### config.mk
export PLATFORM = sky130hd
export DESIGN_NAME = apb2axi_bridge
export DESIGN_NICKNAME = d
export VERILOG_FILES = /design/src/rtl/apb2axi_pkg.sv /design/src/rtl/apb2axi_bridge.sv
export SDC_FILE = /design/constraint.sdc
export NUM_CORES = 1
export LEC_CHECK = 0
export CAP_MARGIN = 40
export CORE_ASPECT_RATIO = 0.75
export CORE_MARGIN = 2
export CORE_UTILIZATION = 23
export DETAILED_ROUTE_END_ITERATION = 8
export GPL_ROUTABILITY_DRIVEN = 0
export PLACE_DENSITY_LB_ADDON = 0.3
export RECOVER_POWER = 50
export SLEW_MARGIN = 20
export SYNTH_ARGS = -nofsm -noshare
export SYNTH_HDL_FRONTEND = slang
export SYNTH_SLANG_ARGS = --single-unit
### constraint.sdc
create_clock -name clk_i -period 1.6 [get_ports clk_i]
set_input_delay 0.16 -clock clk_i [delete_from_list [all_inputs] [get_ports clk_i]]
set_output_delay 0.16 -clock clk_i [all_outputs]
set_load 0.005 [all_outputs]
### src/rtl/apb2axi_pkg.sv
`default_nettype none
// ============================================================================
//  Module   : apb2axi_pkg
//  Purpose  : Shared types and AXI encodings for the APB3-to-AXI4 bridge.
//  Revision : 1.0  initial release
// ============================================================================
package apb2axi_pkg;

  // Bridge sequencer states
  typedef enum logic [2:0] {
    ST_IDLE    = 3'd0,
    ST_WRITE   = 3'd1,
    ST_WR_RESP = 3'd2,
    ST_READ    = 3'd3,
    ST_RD_DATA = 3'd4,
    ST_DONE    = 3'd5
  } apb2axi_state_e;

  localparam logic [1:0] AXI_BURST_INCR = 2'b01;

  localparam logic [1:0] AXI_RESP_OKAY   = 2'b00;
  localparam logic [1:0] AXI_RESP_EXOKAY = 2'b01;
  localparam logic [1:0] AXI_RESP_SLVERR = 2'b10;
  localparam logic [1:0] AXI_RESP_DECERR = 2'b11;

  localparam logic [2:0] AXI_SIZE_4B = 3'b010;

endpackage
`default_nettype wire

### src/rtl/apb2axi_bridge.sv
`default_nettype none
// ============================================================================
//  Module   : apb2axi_bridge
//  Purpose  : APB3 slave to AXI4 master bridge; each APB transfer becomes one
//             single-beat AXI access, pready is held low until the response.
//  Revision : 1.0  initial release
// ============================================================================
module apb2axi_bridge
  import apb2axi_pkg::*;
#(
  parameter int unsigned AXI_ADDR_WIDTH = 32,
  parameter int unsigned AXI_DATA_WIDTH = 32,
  parameter int unsigned AXI_ID_WIDTH   = 6,
  parameter int unsigned AXI_USER_WIDTH = 6,
  parameter int unsigned APB_ADDR_WIDTH = 32,
  parameter int unsigned AXI_ID         = 0
) (
  input  logic                        clk_i,
  input  logic                        rst_ni,
  // APB3 slave
  input  logic [APB_ADDR_WIDTH-1:0]   paddr_i,
  input  logic [31:0]                 pwdata_i,
  input  logic                        pwrite_i,
  input  logic                        psel_i,
  input  logic                        penable_i,
  output logic [31:0]                 prdata_o,
  output logic                        pready_o,
  output logic                        pslverr_o,
  // AXI4 write address
  output logic [AXI_ID_WIDTH-1:0]     aw_id_o,
  output logic [AXI_ADDR_WIDTH-1:0]   aw_addr_o,
  output logic [7:0]                  aw_len_o,
  output logic [2:0]                  aw_size_o,
  output logic [1:0]                  aw_burst_o,
  output logic                        aw_lock_o,
  output logic [3:0]                  aw_cache_o,
  output logic [2:0]                  aw_prot_o,
  output logic [3:0]                  aw_qos_o,
  output logic [3:0]                  aw_region_o,
  output logic [AXI_USER_WIDTH-1:0]   aw_user_o,
  output logic                        aw_valid_o,
  input  logic                        aw_ready_i,
  // AXI4 write data
  output logic [AXI_DATA_WIDTH-1:0]   w_data_o,
  output logic [AXI_DATA_WIDTH/8-1:0] w_strb_o,
  output logic                        w_last_o,
  output logic [AXI_USER_WIDTH-1:0]   w_user_o,
  output logic                        w_valid_o,
  input  logic                        w_ready_i,
  // AXI4 write response
  input  logic [AXI_ID_WIDTH-1:0]     b_id_i,
  input  logic [1:0]                  b_resp_i,
  input  logic [AXI_USER_WIDTH-1:0]   b_user_i,
  input  logic                        b_valid_i,
  output logic                        b_ready_o,
  // AXI4 read address
  output logic [AXI_ID_WIDTH-1:0]     ar_id_o,
  output logic [AXI_ADDR_WIDTH-1:0]   ar_addr_o,
  output logic [7:0]                  ar_len_o,
  output logic [2:0]                  ar_size_o,
  output logic [1:0]                  ar_burst_o,
  output logic                        ar_lock_o,
  output logic [3:0]                  ar_cache_o,
  output logic [2:0]                  ar_prot_o,
  output logic [3:0]                  ar_qos_o,
  output logic [3:0]                  ar_region_o,
  output logic [AXI_USER_WIDTH-1:0]   ar_user_o,
  output logic                        ar_valid_o,
  input  logic                        ar_ready_i,
  // AXI4 read data
  input  logic [AXI_ID_WIDTH-1:0]     r_id_i,
  input  logic [AXI_DATA_WIDTH-1:0]   r_data_i,
  input  logic [1:0]                  r_resp_i,
  input  logic                        r_last_i,
  input  logic [AXI_USER_WIDTH-1:0]   r_user_i,
  input  logic                        r_valid_i,
  output logic                        r_ready_o
);

  // Parameter legality is checked at elaboration
  if ((AXI_DATA_WIDTH != 32) && (AXI_DATA_WIDTH != 64)) begin : g_bad_data_width
    $error("apb2axi_bridge: AXI_DATA_WIDTH must be 32 or 64");
  end
  if (APB_ADDR_WIDTH > AXI_ADDR_WIDTH) begin : g_bad_addr_width
    $error("apb2axi_bridge: APB_ADDR_WIDTH must not exceed AXI_ADDR_WIDTH");
  end

  apb2axi_state_e              state_q;
  logic [AXI_ADDR_WIDTH-1:0]   addr_q;
  logic [31:0]                 wdata_q;
  logic                        hi_lane_q;
  logic                        aw_valid_q, w_valid_q, aw_done_q, w_done_q;
  logic                        b_ready_q, ar_valid_q, r_ready_q;
  logic                        pready_q, pslverr_q;
  logic [31:0]                 prdata_q;

  logic [AXI_ADDR_WIDTH-1:0]   addr_ext;
  logic                        aw_hs, w_hs;
  logic [31:0]                 rd_lane;

  // Word-aligned AXI address: zero-extend, then clear the byte offset
  assign addr_ext = AXI_ADDR_WIDTH'(paddr_i) & ~AXI_ADDR_WIDTH'(3);
  assign aw_hs    = aw_valid_q & aw_ready_i;
  assign w_hs     = w_valid_q & w_ready_i;

  // Lane placement: 64-bit bus replicates write data and picks the half by addr[2]
  if (AXI_DATA_WIDTH == 64) begin : g_dw64
    assign w_data_o = {wdata_q, wdata_q};
    assign w_strb_o = hi_lane_q ? 8'hF0 : 8'h0F;
    assign rd_lane  = hi_lane_q ? r_data_i[63:32] : r_data_i[31:0];
  end else begin : g_dw32
    assign w_data_o = wdata_q;
    assign w_strb_o = '1;
    assign rd_lane  = r_data_i[31:0];
  end

  // Single-transfer sequencer: APB capture, AXI handshakes, one-cycle completion
  always_ff @(posedge clk_i) begin
    if (!rst_ni) begin
      state_q    <= ST_IDLE;
      addr_q     <= '0;
      wdata_q    <= '0;
      hi_lane_q  <= 1'b0;
      aw_valid_q <= 1'b0;
      w_valid_q  <= 1'b0;
      aw_done_q  <= 1'b0;
      w_done_q   <= 1'b0;
      b_ready_q  <= 1'b0;
      ar_valid_q <= 1'b0;
      r_ready_q  <= 1'b0;
      pready_q   <= 1'b0;
      pslverr_q  <= 1'b0;
      prdata_q   <= '0;
    end else begin
      // Completion flags live only for the single DONE cycle
      pready_q  <= 1'b0;
      pslverr_q <= 1'b0;
      case (state_q)
        ST_IDLE: begin
          if (psel_i) begin
            addr_q    <= addr_ext;
            wdata_q   <= pwdata_i;
            hi_lane_q <= paddr_i[2];
            aw_done_q <= 1'b0;
            w_done_q  <= 1'b0;
            if (pwrite_i) begin
              aw_valid_q <= 1'b1;
              w_valid_q  <= 1'b1;
              state_q    <= ST_WRITE;
            end else begin
              ar_valid_q <= 1'b1;
              state_q    <= ST_READ;
            end
          end
        end
        ST_WRITE: begin
          if (aw_hs) begin
            aw_valid_q <= 1'b0;
            aw_done_q  <= 1'b1;
          end
          if (w_hs) begin
            w_valid_q <= 1'b0;
            w_done_q  <= 1'b1;
          end
          // AW and W may finish in either order; wait for both before B
          if ((aw_done_q | aw_hs) & (w_done_q | w_hs)) begin
            b_ready_q <= 1'b1;
            state_q   <= ST_WR_RESP;
          end
        end
        ST_WR_RESP: begin
          if (b_valid_i) begin
            b_ready_q <= 1'b0;
            pslverr_q <= b_resp_i[1];
            pready_q  <= 1'b1;
            state_q   <= ST_DONE;
          end
        end
        ST_READ: begin
          if (ar_ready_i) begin
            ar_valid_q <= 1'b0;
            r_ready_q  <= 1'b1;
            state_q    <= ST_RD_DATA;
          end
        end
        ST_RD_DATA: begin
          if (r_valid_i) begin
            r_ready_q <= 1'b0;
            prdata_q  <= rd_lane;
            pslverr_q <= r_resp_i[1];
            pready_q  <= 1'b1;
            state_q   <= ST_DONE;
          end
        end
        ST_DONE: state_q <= ST_IDLE;
        default: state_q <= ST_IDLE;
      endcase
    end
  end

  assign prdata_o    = prdata_q;
  assign pready_o    = pready_q;
  assign pslverr_o   = pslverr_q;

  assign aw_id_o     = AXI_ID_WIDTH'(AXI_ID);
  assign aw_addr_o   = addr_q;
  assign aw_len_o    = 8'd0;
  assign aw_size_o   = AXI_SIZE_4B;
  assign aw_burst_o  = AXI_BURST_INCR;
  assign aw_lock_o   = 1'b0;
  assign aw_cache_o  = 4'd0;
  assign aw_prot_o   = 3'd0;
  assign aw_qos_o    = 4'd0;
  assign aw_region_o = 4'd0;
  assign aw_user_o   = '0;
  assign aw_valid_o  = aw_valid_q;

  assign w_last_o    = 1'b1;
  assign w_user_o    = '0;
  assign w_valid_o   = w_valid_q;
  assign b_ready_o   = b_ready_q;

  assign ar_id_o     = AXI_ID_WIDTH'(AXI_ID);
  assign ar_addr_o   = addr_q;
  assign ar_len_o    = 8'd0;
  assign ar_size_o   = AXI_SIZE_4B;
  assign ar_burst_o  = AXI_BURST_INCR;
  assign ar_lock_o   = 1'b0;
  assign ar_cache_o  = 4'd0;
  assign ar_prot_o   = 3'd0;
  assign ar_qos_o    = 4'd0;
  assign ar_region_o = 4'd0;
  assign ar_user_o   = '0;
  assign ar_valid_o  = ar_valid_q;
  assign r_ready_o   = r_ready_q;

  // Inputs the bridge deliberately ignores (single ID, single beat, no user)
  logic unused_ok;
  assign unused_ok = ^{penable_i, b_id_i, b_resp_i[0], b_user_i, r_id_i,
                       r_resp_i[0], r_last_i, r_user_i, hi_lane_q};

endmodule
`default_nettype wire

Word level (Yosys, flattened, before mapping) --
Index checks and enable logic that the tools add are counted. Widths: inputs -> output; s select.
Word-level totals: bits in registers 106, input port bits 135, output and inout port bits 228, word-level logic and storage cells 80
Cells by class: equality and inequality tests 13, mux-type cells 34, bitwise logic cells 5, reduce and logical (&&, ||, !) cells 15
Operators with widths (number):
- $mux 1 | 18
- $ne 2x2->1 const B | 9
- $pmux 1 s2 | 9
- $mux 3 | 5
- $pmux 3 s5 | 1
- $reduce_and 3->1 | 4
- $reduce_and 4->1 | 3
- $reduce_bool 2->1 | 4
- $eq 3x2->1 const B | 2
- $reduce_and 5->1 | 1
- $reduce_and 2->1 | 2
- $and 1x1->1 | 3
- $eq 3x1->1 const B | 1
- $eq 3x3->1 const B | 1
- $logic_not 3->1 | 1
- $mux 2 | 1
- $or 1x1->1 | 2

Logic depth before layout (Yosys ltp) --
Gate-level depths: netlist (run 1).
depth after elaboration 5, depth in mapped cells 7

Worst setup path before layout (run 1) --
No wires, ideal clock.
path kind register to register, start reg state_q[1], end reg state_q[2], library setup time 0.140 ns, data arrival time 1.255 ns, required time 1.460 ns, setup slack 0.206 ns, stages on the path, launching flop included 7, buffers on the path 2, clock period less this slack 1.394 ns, cells stage by stage dfxtp_1 -> buf_6 -> nor2b_1 -> buf_6 -> a31o_4 -> o41ai_2 -> a21oi_1
Between the ends: word-level cells in the longest chain between the ends 3
RTL lines:
- start: declaration | line apb2axi_bridge.sv:88 | apb2axi_state_e state_q;
- start signal: assignment | line apb2axi_bridge.sv:120 | state_q <= ST_IDLE;
- start signal: assignment | line apb2axi_bridge.sv:149 | state_q <= ST_WRITE;
- start signal: assignment | line apb2axi_bridge.sv:152 | state_q <= ST_READ;
- $eq 3x1->1, or another cell as far along | line apb2axi_bridge.sv:138 | case (state_q)
- $ne 2x2->1 (no line)
- $reduce_and 5->1 (no line)
Several ways; a longest one is shown, not always the timed one. A chain may end at the register's enable or synchronous reset.

Worst setup path in the final report (run 1) --
start reg aw_valid_q (netlist: aw_valid_o), end out aw_valid_o
RTL lines:
- start: declaration | line apb2axi_bridge.sv:92 | logic aw_valid_q, w_valid_q, aw_done_q, w_done_q;
- start signal: assignment | line apb2axi_bridge.sv:124 | aw_valid_q <= 1'b0;
- start signal: assignment | line apb2axi_bridge.sv:147 | aw_valid_q <= 1'b1;
- start signal: assignment | line apb2axi_bridge.sv:158 | aw_valid_q <= 1'b0;
- end: declaration | line apb2axi_bridge.sv:41 | output logic aw_valid_o,
No word-level cell between the ends.

==> results.py, run 1 <==
metrics = {
    "timing": {
        "timing.final.max_slew_violations": 0,
        "period_needed_ns": 1.47,
        "fin_worst_skew_ns": 0.00728,
        "final.period_utilization_pct": 91.9,
        "finalSetupTns_ns": 0,
        "timing.fmax_mhz": 680,
        "setup_violations": 0,
        "rsz_0062_raised_after_global_routing": "no",
        "finalHoldViolCount": 0,
    },
    "logic_synthesis": {
        "synth_common_cells": "nand2_1 (186), buf_4 (132), dfxtp_1 (106)",
        "yosys.area.top_type": "dfxtp_1",
        "post-synth-top-count-cell": "nand2_1",
        "synth_area_leaders": "dfxtp_1 (43%), buf_4 (20%), nand2_1 (14%)",
        "synthFlopType": "dfxtp_1",
        "ys_seq_elements": 106,
        "netlist-cell-type-count": 38,
        "synthesis.area_per_instance_um2": 8.05,
        "gate_count_after_technology_mapping": 614,
        "synth_sequential_area_ratio_pct": 42.9,
        "synth_top_cell_area_share_pct": 42.9,
        "synth_edf_count": 0,
        "yosysWarnings": 0,
        "synthArstFlopShare_pct": 0,
        "synth_area_um2": 4940,
    },
    "routing": {
        "route.detailed.drc": 0,
        "initialDrtViolationCount": 167,
        "count_of_nets_left_with_antenna_violations_after_detail_routing": 0,
        "postRouteWirelength_mm": 13.8,
        "vias": 4251,
        "route.detailed.wl_per_inst_um": 12.5,
        "vias_per_cell": 3.85,
        "drt_pre_antenna_iters": 4,
    },
    "floorplan": {
        "die_h_um": 131,
        "boundaryPins": 363,
        "fp.dieW_um": 173,
        "rows": 46,
        "core_region_um2": 21100,
        "design.die.area_um2": 22700,
        "start_util_pct": 23.4,
    },
    "cts": {
        "numClockSinks": 106,
        "clk-insertion-delay-late_ns": 0.35,
        "holdBufCountCts": 0,
        "cts-buffers-inserted": 9,
        "cts.root.buffer_cell": "clkbuf_16",
        "clk_pin_slew_worst_paths_ns": 0.07,
        "cts_max_path_buffers": 2,
        "clock_tree_from_tritoncts": "yes",
        "cts-htree-levels": 3,
    },
    "place": {
        "post_dp_cell_area_um2": 7050,
        "placed_cells_incl_taps": 1087,
        "io_buffer_count": 235,
        "hpwl_mm": 10.1,
    },
    "power": {
        "power-per-cell-area_nw_per_um2": 1170,
        "irDropWorstVdd_mv": 0.469,
        "power_leakage_uw": 0.00307,
        "total_power_uw": 8610,
    },
    "job": {
        "max_cap_violations": 0,
    },
    "worst_setup_path": {
        "crit_fanout": 5,
        "critical_path.slowest_cell": "clkdlybuf4s50_1",
        "timing.reg2reg.setup_slack_ns": 0.18,
        "timing.critical_path.max_delay_family": "buffers and inverters",
        "timing.critical_path.to_type": "output port",
        "worst-endpoint-arrival_ns": 1.31,
        "startpoint_class": "flop",
        "cp_cell_sequence": "clkdlybuf4s50_1",
        "worstPathBufferInverterCount": 1,
        "crit_path_max_incr_delay_ns": 0.57,
        "timing.setup.critical_path_class": "flop to output port",
        "r2r-start": "state_q[1]",
        "crit_path_start": "aw_valid_o",
        "worst_ep_required_time_ns": 1.44,
    },
    "global_route": {
        "peak_usage_layer_in_the_global_routing_report": "met2",
        "first_global_vias": 3895,
        "groute.layer.met3.usage_pct": 4.20,
        "antenna_found_initial": 1,
        "grt_pass1_wl_mm": 20.7,
        "met1_usage_pct": 14.6,
        "grt_max_degree": 61,
        "use_met2_pct": 18.8,
        "grt-ovfl-total": 0,
        "track_usage_pct": 11.6,
    },
    "layout": {
        "flow.area_growth_from_synthesis_pct": 48.3,
        "nFillCells": 2246,
        "drive_gt1_share_pct": 7.61,
        "final_non_filler_cells": 1104,
        "final_area_um2": 7330,
        "nets": 945,
    },
    "run_status": {
        "status": "complete, no violations",
    },
    "min_path": {
        "critical_hold_path_startpoint": "paddr_i[15]",
        "hp-class": "input pin to flop",
    },
}
-- path summary, 6_finish.rpt --
kind | end | depth (start not counted)
hold reg to reg | prdata_o[2] | 2
setup / recovery | aw_valid_o | 1
hold / removal | ar_addr_o[15] | 3
setup reg to reg | ar_addr_o[13] | 5
-- per-layer routing --
metal | share of wire, % | vias up | routed length [um]
met3 | 7.1 | 11 | 977
met5 | 0 | - | 0
met1 | 46 | 1943 | 6310
met2 | 46 | 160 | 6390
li1 | - | 2137 | -
met4 | 1.0 | 0 | 138
-- through the flow --
step                setup slack [ns]  utilization (%)  hold WS (ns)
finish                         0.129             34.7         0.349
global placement              0.0832             33.4         0.442
global route                  0.0145             34.7         0.343
floorplan                      0.206                -         0.274
CTS                           0.0692             34.7         0.330
detailed placement            0.0650             33.4         0.446
-- flip-flops by register name, summed over array words and instances (netlist names), 3 cells and up --
register   cells
w_data_o      32
ar_addr_o     30
prdata_o      32
state_q        3
-- report_power, final --
part / switching [uW] / leakage, uW / total (uW) / internal [uW]
Combinational: 1470 / 0.00207 / 3100 / 1630
Clock: 1030 / 0.000136 / 2140 / 1110
Sequential: 292 / 0.000864 / 3360 / 3070
Total: 2800 / 0.00307 / 8610 / 5810
-- cells in the final DEF (no fill, tap or decap), types with 2 or more instances in the layout --
master	synthesis	layout
buf_12	0	6
nand2_2	10	11
nor2_1	5	6
buf_6	9	2
a21oi_2	10	10
a31oi_1	2	2
buf_4	132	10
dfxtp_1	106	106
inv_1	4	3
clkbuf_16	0	9
clkinv_2	0	2
nand4_1	4	4
a21oi_1	96	96
clkinv_4	0	2
conb_1	2	97
nand2_1	186	185
nand3_1	4	4
dlygate4sd3_1	0	113
clkdlybuf4s50_1	0	122
-- what timing repair did --
item,in CTS,in global routing
endpoints found under the setup margin,0,10
buffers inserted,0,0
gates resized for setup,0,1
-- cell type report --
cell class / count / area [um^2] / area share, %
Inverter: 4 / 16.3 / 0.222
Multi-Input combinational cell: 436 / 1980 / 27.0
Clock buffer: 11 / 243 / 3.31
Clock inverter: 5 / 38.8 / 0.529
Sequential cell: 106 / 2120 / 28.9
Antenna cell: 1 / 2.50 / 0.0341
Tap cell: 288 / 360 / 4.92
Timing Repair Buffer: 253 / 2570 / 35.1
-- logic make-up after synthesis --
kind of cell / after synthesis / synth area share (%)
buffers and inverters: 167 / 24.3
flip-flops: 106 / 42.9
AND/OR/NAND/NOR: 219 / 18.4
XOR/XNOR: 1 / 0.177
other: 2 / 0.152
AO/OA/AOI/OAI: 119 / 14.0
No activity file was read; power rests on OpenSTA's default activity.
==> run 2: changes to the inputs <==
Clock period 1.6 ns to 1.9 ns, I/O delays scaled along.
==> results.py, run 2 (synthesis results as in run 1) <==
metrics = {
    "worst_setup_path": {
        "worst-endpoint-arrival_ns": 1.91,
        "crit_fanout": 12,
        "startpoint_class": "flop",
        "timing.critical_path.to_type": "flop",
        "timing.critical_path.max_delay_family": "flip-flops",
        "worstPathBufferInverterCount": 0,
        "worst_ep_required_time_ns": 2.18,
        "crit_path_max_incr_delay_ns": 0.62,
        "timing.setup.critical_path_class": "flop to flop",
        "critical_path.slowest_cell": "dfxtp_1",
        "cp_cell_sequence": "nor3b_2, o21a_1, o41ai_2, a21oi_1",
    },
    "cts": {
        "clock_tree_from_tritoncts": "yes",
        "cts-buffers-inserted": 9,
        "numClockSinks": 106,
        "holdBufCountCts": 0,
        "clk_pin_slew_worst_paths_ns": 0.07,
        "cts-htree-levels": 3,
        "postCtsSetupBuffers": 0,
        "clk-insertion-delay-late_ns": 0.35,
        "cts_resized": 0,
        "cts_max_path_buffers": 2,
        "cts.root.buffer_cell": "clkbuf_16",
    },
    "layout": {
        "nets": 938,
        "final_area_um2": 7240,
        "flow.area_growth_from_synthesis_pct": 46.4,
        "utilization_pct": 34.3,
        "layout_commonest_cell": "nand2_1",
        "final_non_filler_cells": 1095,
        "num_antenna_cells": 0,
        "drive_gt1_share_pct": 6.69,
        "most-common-layout-cells": "nand2_1 (185), clkdlybuf4s50_1 (125), dlygate4sd3_1 (110), dfxtp_1 (106), conb_1 (97)",
    },
    "place": {
        "hpwl_mm": 9.78,
        "io_buffer_count": 235,
        "placed_cells_incl_taps": 1080,
        "post_dp_cell_area_um2": 6990,
    },
    "timing": {
        "finalHoldViolCount": 0,
        "fin_worst_skew_ns": 0.00814,
        "worst_hold_slack_ns": 0.379,
        "finalSetupTns_ns": 0,
        "timing.fmax_mhz": 616,
        "period_needed_ns": 1.62,
        "final.period_utilization_pct": 85.4,
        "rsz_0062_raised_after_global_routing": "no",
        "timing.final.max_slew_violations": 0,
        "setup_violations": 0,
    },
    "floorplan": {
        "core_region_um2": 21100,
        "die_h_um": 131,
        "boundaryPins": 363,
        "design.die.area_um2": 22700,
        "rows": 46,
        "start_util_pct": 23.4,
        "fp.dieW_um": 173,
    },
    "run_status": {
        "status": "complete, no violations",
    },
    "global_route": {
        "first_global_vias": 3767,
        "grt_pass1_wl_mm": 20.5,
        "grt_max_degree": 64,
        "grt-ovfl-total": 0,
        "antenna_found_initial": 0,
        "track_usage_pct": 11.4,
    },
    "job": {
        "max_cap_violations": 0,
    },
    "routing": {
        "postRouteWirelength_mm": 13.7,
        "vias_per_cell": 3.85,
        "count_of_nets_left_with_antenna_violations_after_detail_routing": 0,
        "vias": 4219,
        "route.detailed.wl_per_inst_um": 12.5,
        "initialDrtViolationCount": 157,
        "route.detailed.drc": 0,
        "drt_pre_antenna_iters": 4,
    },
    "power": {
        "power_leakage_uw": 0.00301,
        "power-per-cell-area_nw_per_um2": 981,
        "irDropWorstVdd_mv": 0.417,
    },
    "min_path": {
        "hp-class": "input pin to flop",
    },
}
run 2: changes by cell type in the layout (fill, tap and decap cells not counted), sizes merged:
cell and delta:
buf -8, clkdlybuf4s50 +3, clkinv -1, diode -1
dlygate4sd3 -3, inv +1
run 2: path summary, 6_finish.rpt:
kind                      from  slack, ns      endpoint  cells after the start
setup / recovery    state_q[0]       0.28    state_q[2]                      4
setup reg to reg    state_q[0]       0.28    state_q[2]                      4
hold / removal    r_data_i[14]       0.38  prdata_o[14]                      3
hold reg to reg   prdata_o[13]       0.45  prdata_o[13]                      2
run 2: report_power, final:
group | internal (uW) | switching [uW]
sequential | 2590 | 266
combinational | 1280 | 1200
clock | 894 | 868
run 2: layer usage:
metal | vias to the layer above | wire, um | global-route usage, %
li1 | 2118 | - | -
met3 | 10 | 1080 | 4.34
met4 | 0 | 147 | 3.14
met1 | 1926 | 6260 | 14.8
met5 | - | 0 | 0
met2 | 165 | 6190 | 17.9
run 2: area by class of cell:
| class | instances | area [um^2] |
|---|---|---|
| Fill cell | 2270 | 13900 |
| Timing Repair Buffer | 246 | 2500 |
| Sequential cell | 106 | 2120 |
| Multi-Input combinational cell | 436 | 1970 |
| Tap cell | 288 | 360 |
| Clock buffer | 10 | 229 |
| Clock inverter | 5 | 38.8 |
| Inverter | 4 | 16.3 |
run 2: stage by stage:
step / worst slack [ns] / power [uW]
after global placement: 0.312 / 5600
after detailed placement: 0.270 / 5610
after floorplan: 0.506 / 4500
after global routing: 0.107 / 7620
final: 0.277 / 7100
after CTS: 0.243 / 7440
run 2: tightest hold or removal path: stages:
cell	delay, ns
clkdlybuf4s50_1	0.39
nand2_1	0.05
a21oi_1	0.05
==> run 3: changes to the inputs <==
Settings changed: HOLD_SLACK_MARGIN from default to 0.1.
==> results of run 3 <==
No change in the layout: final DEF, timing and power equal those of run 2.
